[src/rtl/divider64_pkg.sv]
// divider64_pkg: shared constants for the iterative 64-bit divider.
//   state_e     : FSM encoding (IDLE, PREP, DIV, FIX, DONE), 3 bits
//   DIV_WIDTH   : operand width
//   DIV_ITERS   : quotient bits produced, one per DIV cycle
//   DIV_LATENCY : cycles from the accepting edge to the done edge
package divider64_pkg;

  localparam int DIV_WIDTH   = 64;
  localparam int DIV_ITERS   = 64;
  localparam int DIV_LATENCY = 67;
  localparam int DIV_CNT_W   = $clog2(DIV_ITERS);

  typedef enum logic [2:0] {
    IDLE = 3'd0,
    PREP = 3'd1,
    DIV  = 3'd2,
    FIX  = 3'd3,
    DONE = 3'd4
  } state_e;

endpackage

[src/rtl/divider64_adder64.sv]
// adder64: plain 64-bit adder with carry in/out. The divider uses it as a
// subtractor by feeding ~b and cin=1.
//   a, b : operands
//   cin  : carry in
//   sum  : a + b + cin (low WIDTH bits)
//   cout : carry out
module adder64
  import divider64_pkg::*;
#(
  parameter int WIDTH = DIV_WIDTH
) (
  input  logic [WIDTH-1:0] a,
  input  logic [WIDTH-1:0] b,
  input  logic             cin,
  output logic [WIDTH-1:0] sum,
  output logic             cout
);

  assign {cout, sum} = {1'b0, a} + {1'b0, b} + {{WIDTH{1'b0}}, cin};

endmodule

[src/rtl/divider64.sv]
// divider64: iterative restoring divider, one quotient bit per clock.
// Signed (truncating) or unsigned; fixed 67-cycle latency via start/done.
//   clk, rst_n          : clock, synchronous active-low reset
//   start, is_signed    : request + mode, sampled in IDLE only
//   dividend, divisor   : operands, sampled with start
//   busy                : high from PREP through DONE
//   done                : one-cycle result-valid pulse
//   quotient, remainder : registered results, held until next operation
//   div_by_zero         : registered flag, held like the results
module divider64
  import divider64_pkg::*;
#(
  parameter int WIDTH = DIV_WIDTH
) (
  input  logic             clk,
  input  logic             rst_n,
  input  logic             start,
  input  logic             is_signed,
  input  logic [WIDTH-1:0] dividend,
  input  logic [WIDTH-1:0] divisor,
  output logic             busy,
  output logic             done,
  output logic [WIDTH-1:0] quotient,
  output logic [WIDTH-1:0] remainder,
  output logic             div_by_zero
);

  localparam logic [WIDTH-1:0]     ONE      = {{(WIDTH-1){1'b0}}, 1'b1};
  localparam logic [DIV_CNT_W-1:0] CNT_LAST = DIV_CNT_W'(DIV_ITERS - 1);

  state_e state, state_nxt;

  // latched request
  logic             req_signed;
  logic [WIDTH-1:0] req_dd, req_dv;

  // working registers
  logic [WIDTH-1:0]     rem, q, abs_dv;
  logic [DIV_CNT_W-1:0] cnt;
  logic                 q_neg, r_neg, zero;

  // operand magnitudes, only consumed in PREP
  logic             dd_neg, dv_neg;
  logic [WIDTH-1:0] abs_dd_c, abs_dv_c;

  assign dd_neg   = req_signed & req_dd[WIDTH-1];
  assign dv_neg   = req_signed & req_dv[WIDTH-1];
  assign abs_dd_c = dd_neg ? (~req_dd + ONE) : req_dd;
  assign abs_dv_c = dv_neg ? (~req_dv + ONE) : req_dv;

  // trial subtraction: shifted_rem - abs_dv
  logic [WIDTH-1:0] sh_rem, diff;
  logic             rem_msb_out, cout, take;

  assign sh_rem      = {rem[WIDTH-2:0], q[WIDTH-1]};
  assign rem_msb_out = rem[WIDTH-1];

  adder64 #(.WIDTH(WIDTH)) u_sub (
    .a    (sh_rem),
    .b    (~abs_dv),
    .cin  (1'b1),
    .sum  (diff),
    .cout (cout)
  );

  // the bit shifted out of rem makes the true partial remainder WIDTH+1
  // bits wide, so it always exceeds the divisor
  assign take = rem_msb_out | cout;

  // FSM
  always_ff @(posedge clk) begin
    if (!rst_n) state <= IDLE;
    else        state <= state_nxt;
  end

  always_comb begin
    state_nxt = state;
    busy      = 1'b1;
    done      = 1'b0;
    case (state)
      IDLE: begin
        busy = 1'b0;
        if (start) state_nxt = PREP;
      end
      PREP:    state_nxt = DIV;
      DIV:     if (cnt == '0) state_nxt = FIX;
      FIX:     state_nxt = DONE;
      DONE: begin
        done      = 1'b1;
        state_nxt = IDLE;
      end
      default: state_nxt = IDLE;
    endcase
  end

  // datapath
  always_ff @(posedge clk) begin
    if (!rst_n) begin
      req_signed  <= 1'b0;
      req_dd      <= '0;
      req_dv      <= '0;
      rem         <= '0;
      q           <= '0;
      abs_dv      <= '0;
      cnt         <= '0;
      q_neg       <= 1'b0;
      r_neg       <= 1'b0;
      zero        <= 1'b0;
      quotient    <= '0;
      remainder   <= '0;
      div_by_zero <= 1'b0;
    end else begin
      case (state)
        IDLE: if (start) begin
          req_signed <= is_signed;
          req_dd     <= dividend;
          req_dv     <= divisor;
        end
        PREP: begin
          rem    <= '0;
          q      <= abs_dd_c;
          abs_dv <= abs_dv_c;
          q_neg  <= dd_neg ^ dv_neg;
          r_neg  <= dd_neg;
          zero   <= (req_dv == '0);
          cnt    <= CNT_LAST;
        end
        DIV: begin
          rem <= take ? diff : sh_rem;
          q   <= {q[WIDTH-2:0], take};
          cnt <= cnt - 1'b1;
        end
        FIX: begin
          // sign fix-up is registered here, off the adder path
          if (zero) begin
            quotient    <= '1;
            remainder   <= req_dd;
            div_by_zero <= 1'b1;
          end else begin
            quotient    <= q_neg ? (~q + ONE) : q;
            remainder   <= r_neg ? (~rem + ONE) : rem;
            div_by_zero <= 1'b0;
          end
        end
        default: ;
      endcase
    end
  end

endmodule
[config.mk]
export PLATFORM = sky130hd
export DESIGN_NAME = divider64
export DESIGN_NICKNAME = d
export VERILOG_FILES = /design/src/rtl/divider64_pkg.sv /design/src/rtl/divider64_adder64.sv /design/src/rtl/divider64.sv
export SDC_FILE = /design/constraint.sdc
export NUM_CORES = 1
export LEC_CHECK = 0
export CORE_UTILIZATION = 50
export DETAILED_ROUTE_END_ITERATION = 8
export GPL_TIMING_DRIVEN = 0
export PLACE_DENSITY = 0.75
export SLEW_MARGIN = 20
export SYNTH_ARGS = -nofsm -noshare
export SYNTH_HDL_FRONTEND = slang
export SYNTH_SLANG_ARGS = --single-unit
[constraint.sdc]
create_clock -name clk -period 5 [get_ports clk]
set_input_delay 1 -clock clk [delete_from_list [all_inputs] [get_ports clk]]
set_output_delay 1 -clock clk [all_outputs]
set_load 0.02 [all_outputs]
# Yosys cells after proc, flatten, opt, wreduce, memory -nomap -nowiden
# Index checks and enable logic that the tools add are counted.
[op_classes]
add_sub_neg = 7
multipliers = 0
div_mod_pow = 0
n_lt_le_gt_ge = 0
n_eq_ne = 6
shifts = 0
mux = 16
bitwise = 9
n_reduce_logical = 6
[ops]
columns = ["operator", "count"]
rows = [
  ["64-bit 2-to-1 mux", 7],
  ["64-bit NOT", 5],
  ["64-bit by 1-bit adder with 64-bit output (second input constant)", 4],
  ["64-bit case mux with 2 select lines", 2],
  ["64-bit by 64-bit adder with 65-bit output", 1],
  ["65-bit by 1-bit adder with 65-bit output (second input constant)", 1],
  ["64-bit zero test", 1],
  ["3-bit case mux with 4 select lines", 1],
  ["6-bit case mux with 2 select lines", 1],
  ["3-bit by 2-bit equality test with 1-bit output (second input constant)", 2],
  ["6-bit zero test", 1],
  ["3-bit 2-to-1 mux", 2],
  ["6-bit by 1-bit subtractor with 6-bit output (second input constant)", 1],
  ["2-bit inequality test (second input constant)", 2],
  ["2-bit AND reduction", 2],
  ["3-bit by 1-bit equality test with 1-bit output (second input constant)", 1],
  ["3-bit equality test (second input constant)", 1],
  ["3-bit zero test", 1],
  ["1-bit 2-to-1 mux", 3],
  ["1-bit AND", 2],
  ["2-bit nonzero test", 1],
  ["1-bit OR", 1],
  ["1-bit bitwise XOR", 1],
]
[totals]
register_bits = 462
latchBits = 0
mem_bits_rw = 0
mem_bits_ro = 0
inputBits = 132
output_inout_bits = 131
wordCells = 58
mem_count = 0

# Logic depth before layout (Yosys ltp)
[depth]
depth_word = 6
depth_mapped = 16
mapped_depth_nobuf = 14

# Hierarchy
# A second synthesis with hierarchy kept.
[unflattened]
hier_cells = 3652
area_unflattened_um2 = 27365.0
[modules_own_cells]
columns = ["module", "instances", "cells_per_inst", "area_each_um2", "seq_area_each_um2"]
rows = [
  ["divider64", 1, 3075, 23366.2, 9248.9],
  ["adder64", 1, 577, 3998.8, 0.0],
]

# Worst setup path after synthesis
# No wires, ideal clock.
[synth_path]
kind = "reg-to-reg"
startpoint = "register q[19]"
endpoint = "register quotient[57]"
setup_time_ps = 132
t_arrival_ps = 3377
required_ps = 4868
path_slack_ps = 1491
stages_incl_launch_ff = 12
n_path_buf = 0
synth_period_minus_slack_ps = 3509
path_cell_list = "dfxtp_1 > or3_4 > or4_4 > or3_4 > nand2b_4 > or2_4 > or3_4 > or4_4 > or2_4 > o31ai_2 > xor2_1 > a21oi_1"
[synth_between]
elab_chain_cells = 4
[synth_lines]
columns = ["element", "line_no", "source"]
rows = [
  ["start, declared", "divider64.sv:38", "logic [WIDTH-1:0] rem, q, abs_dv;"],
  ["start signal, assigned", "divider64.sv:121", "q <= abs_dd_c;"],
  ["start signal, assigned", "divider64.sv:130", "q <= {q[WIDTH-2:0], take};"],
  ["64-bit NOT", "divider64.sv:140", "quotient <= q_neg ? (~q + ONE) : q;"],
  ["64-bit by 1-bit adder with 64-bit output", "divider64.sv:140", ""],
  ["64-bit 2-to-1 mux", "divider64.sv:140", ""],
  ["64-bit 2-to-1 mux", "divider64.sv:135", "if (zero) begin"],
  ["end signal, assigned", "divider64.sv:140", ""],
  ["end, declared", "divider64.sv:23", "output logic [WIDTH-1:0] quotient,"],
]
# Every way passes these cells.
# A chain may end at the register's enable or synchronous reset.

# Worst setup path after layout
[layout_path]
startpoint = "register rem[20]"
endpoint = "register rem[27]"
[layout_between]
elab_chain_cells = 5
[layout_lines]
columns = ["element", "line_no", "source"]
rows = [
  ["start, declared", "divider64.sv:38", ""],
  ["start signal, assigned", "divider64.sv:129", "rem <= take ? diff : sh_rem;"],
  ["64-bit by 64-bit adder with 65-bit output *", "divider64_adder64.sv:19", "assign {cout, sum} = {1'b0, a} + {1'b0, b} + {{WIDTH{1'b0}}, cin};"],
  ["65-bit by 1-bit adder with 65-bit output *", "divider64_adder64.sv:19", ""],
  ["1-bit OR", "divider64.sv:68", "assign take = rem_msb_out | cout;"],
  ["64-bit 2-to-1 mux *", "divider64.sv:129", ""],
  ["64-bit case mux with 2 select lines *", "divider64.sv:113", "case (state)"],
]
# Every way passes the cells marked *; elsewhere a longest branch is shown, timed or not.

==> qor.yml <==
layout:
  finalNonFillerCells: 4546
  diodes: 0
  area_growth_pct: 19.9
  multiInputGateArea_um2: 15600
  utilization_pct: 60.9
  drive_gt1_share_pct: 3.26
  design_area_um2: 31400
  final_nets: 4029
  seq_area_um2: 9250
  n_fill_cell: 4904
min_path:
  min_path_type: "reg2reg"
global_route:
  use_met2_pct: 57.8
  gr-usage-met1_pct: 41.8
  grt_pass1_wl_mm: 143
  grt_use_total_pct: 34.5
  grt.overflow.total: 0
  global_route.usage.met3_pct: 4.71
  grt_max_degree: 14
  grt_pass1_vias: 25200
  top_usage_layer: "met2"
  antenna_found_initial: 0
worst_setup_path:
  cp_max_fo: 10
  cp.required_ns: 5.53
  worstSetupStartpointType: "flip-flop"
  arrival_ns: 5.24
  crit_type: "reg2reg"
  ff2ff_setup_slack_ns: 0.29
  endpoint_kind: "flip-flop"
clocking:
  htree_num_levels: 2
  cts_buffers: 51
  path_clk_slew_ns: 0.06
  postCtsSetupBuffers: 0
  cts_root_buf: "clkbuf_16"
  cts_hold_buf: 0
  cts_resized: 0
  cts_num_sinks: 462
  clkLatencyLatePin_ns: 0.62
  tritoncts: "done"
  cts_buffer_depth: 3
detailed_routing:
  wl_mm: 94.8
  viasPerCell: 5.91
  antenna_left: 0
  firstDrtPassIters: 6
  drc: 0
  vias: 26900
  wl_per_cell_um: 20.8
  drt_iter0_drc: 2251
place:
  placed_cell_area_um2: 29700
  gp_congestion: 0.997
  dp.cells: 4453
  place_ws_ns: 0.407
  dp_hpwl_mm: 74.3
  portBuffers: 262
pwr:
  power_density_nw_per_um2: 460
  leakage_uw: 0.0118
  ir_worst_vdd_v: 0.000296
timing:
  worstMarginPinSlew_ns: 1.29
  worst_clock_skew_ns: 0.0251
  fin_ws_ns: 0.293
  rsz0062_at_grt: "false"
  setup_viol: 0
  maxSlewViolCount: 0
  fin_setup_tns_ns: 0
  slew_headroom_pct: 13.7
  fmax_mhz: 212
  finalCritPeriodShare_pct: 94.1
  hold_violations: 0
  fin_crit_ns: 4.71
synth:
  synth.yosys.seq_area_share_pct: 35.3
  synth_edf_count: 0
  synth_cells: 3511
  postSynth.asyncResetShare_pct: 0
  ys_warn_count: 0
  syn_area_um2: 26200
  ys_ff_latch: 462
  syn-num-nets: 3714
  ys_types: 82
  ys.flop_type: "dfxtp_1"
  syn_avg_cell_area_um2: 7.45
floorplan:
  start_util_pct: 50.8
  die_h_um: 231
  num_rows: 83
  die_w_um: 231
  core_um2: 51500
  pin_count: 263
  dieArea_um2: 53200
run_status:
  status: "finished, final reports clean"
job:
  cap_violations: 0
-- report_power, final --
| group | leakage (uW) | internal (uW) | switching [uW] |
|---|---|---|---|
| combinational | 0.00716 | 2190 | 4010 |
| clock | 0.000837 | 2280 | 1610 |
| sequential | 0.00375 | 3960 | 397 |
| total | 0.0118 | 8430 | 6010 |
-- worst max-delay path: stages, from the launching register on --
cell	delay (ns)
dfxtp_1	0.53
ha_1	0.29
clkbuf_1	0.19
a21oi_1	0.18
o21ai_0	0.27
o211ai_1	0.30
o21ai_0	0.12
o21a_1	0.23
o21ai_0	0.49
o21a_1	0.22
clkbuf_1	0.39
clkbuf_1	0.48
clkbuf_1	0.60
a21oi_1	0.16
o21ai_0	0.16
-- worst paths after layout --
check,cells after the start,to,startpoint
worst min register to register,2,abs_dv[58]$_SDFFE_PN0P_,abs_dv[58]$_SDFFE_PN0P_
worst min-delay path,2,abs_dv[58]$_SDFFE_PN0P_,abs_dv[58]$_SDFFE_PN0P_
worst max-delay path,14,rem[27]$_SDFFE_PN0P_,rem[20]$_SDFFE_PN0P_
worst max register to register,14,rem[27]$_SDFFE_PN0P_,rem[20]$_SDFFE_PN0P_
-- stage by stage --
step | total power (uW) | hold WS (ns)
detailed placement | 10500 | 0.447
global route | 15200 | 0.476
CTS | 14300 | 0.454
floorplan | 8580 | 0.432
finish | 14400 | 0.454
global placement | 10400 | 0.440
-- cell families after synthesis --
logic type	Yosys count	synth area share, %
XOR/XNOR	290	9.71
AND/OR/NAND/NOR	1214	20.8
adder cells (fa/ha/maj)	71	3.42
AO/OA/AOI/OAI	1129	25.4
buffers and inverters	335	4.94
flip-flops	462	35.3
multiplexers	10	0.383
-- cell usage in the layout, fill, tap and decap left out, types with 14 or more instances in the layout --
| cell type | netlist | routed |
|---|---|---|
| a21o_1 | 29 | 29 |
| inv_1 | 93 | 93 |
| dfxtp_1 | 462 | 462 |
| clkbuf_16 | 0 | 52 |
| xnor2_1 | 92 | 92 |
| a21oi_1 | 478 | 478 |
| a31oi_1 | 17 | 17 |
| xor2_1 | 198 | 198 |
| a22oi_1 | 65 | 65 |
| clkbuf_8 | 3 | 14 |
| nor3_1 | 61 | 60 |
| nand2_1 | 671 | 671 |
| o41ai_1 | 30 | 30 |
| or3_1 | 38 | 38 |
| nor2b_1 | 14 | 14 |
| or4_1 | 21 | 21 |
| buf_1 | 19 | 19 |
| ha_1 | 70 | 70 |
| clkdlybuf4s50_1 | 0 | 262 |
| nor4_1 | 29 | 28 |
| o31ai_1 | 53 | 53 |
| nor2_1 | 210 | 210 |
| a211oi_1 | 55 | 55 |
| clkbuf_1 | 217 | 229 |
| nand3_1 | 38 | 38 |
| o21ai_0 | 301 | 301 |
| nand4_1 | 28 | 28 |
| nand2b_1 | 26 | 26 |
-- sequential cells by signal, summed over array words and instances, names as in the netlist --
register and count:
abs_dv 64, req_dd 64, r_neg 1, q_neg 1, req_signed 1, quotient 64
q 64, div_by_zero 1, zero 1, req_dv 64, remainder 64, cnt 6
rem 64, state 3
-- Yosys cell counts (all sizes together), types with 26 or more instances --
master | number | area share (%)
a211oi | 55 | 1.6
a21o | 29 | 0.83
a21oi | 478 | 9.1
a22oi | 65 | 1.9
clkbuf | 221 | 3.3
dfxtp | 462 | 35
ha | 70 | 3.3
inv | 94 | 1.3
nand2 | 671 | 9.6
nand2b | 27 | 0.67
nand3 | 38 | 0.73
nand4 | 28 | 0.67
nor2 | 211 | 3.0
nor3 | 61 | 1.2
nor4 | 30 | 0.74
o21ai | 302 | 5.8
o31ai | 55 | 1.6
o41ai | 30 | 1.0
or3 | 44 | 1.1
or4 | 26 | 0.80
xnor2 | 92 | 3.1
xor2 | 198 | 6.6
-- per-layer routing --
layer  part of all wire [%]  wire length, um  vias to the layer above
li1                       -                -                    13000
met2                     46            43900                     1114
met3                    7.0             6630                      276
met5                      0                0                        -
met1                     40            38300                    12500
met4                    6.4             6040                        0
-- cell type report --
cell class / count / area share [%]
Sequential cell: 462 / 29.5
Buffer: 241 / 3.00
Timing Repair Buffer: 262 / 8.36
Clock buffer: 77 / 4.80
Tap cell: 680 / 2.71
Inverter: 94 / 1.13
Multi-Input combinational cell: 2714 / 49.9
Clock inverter: 16 / 0.650
No activity file was read; power rests on OpenSTA's default activity.
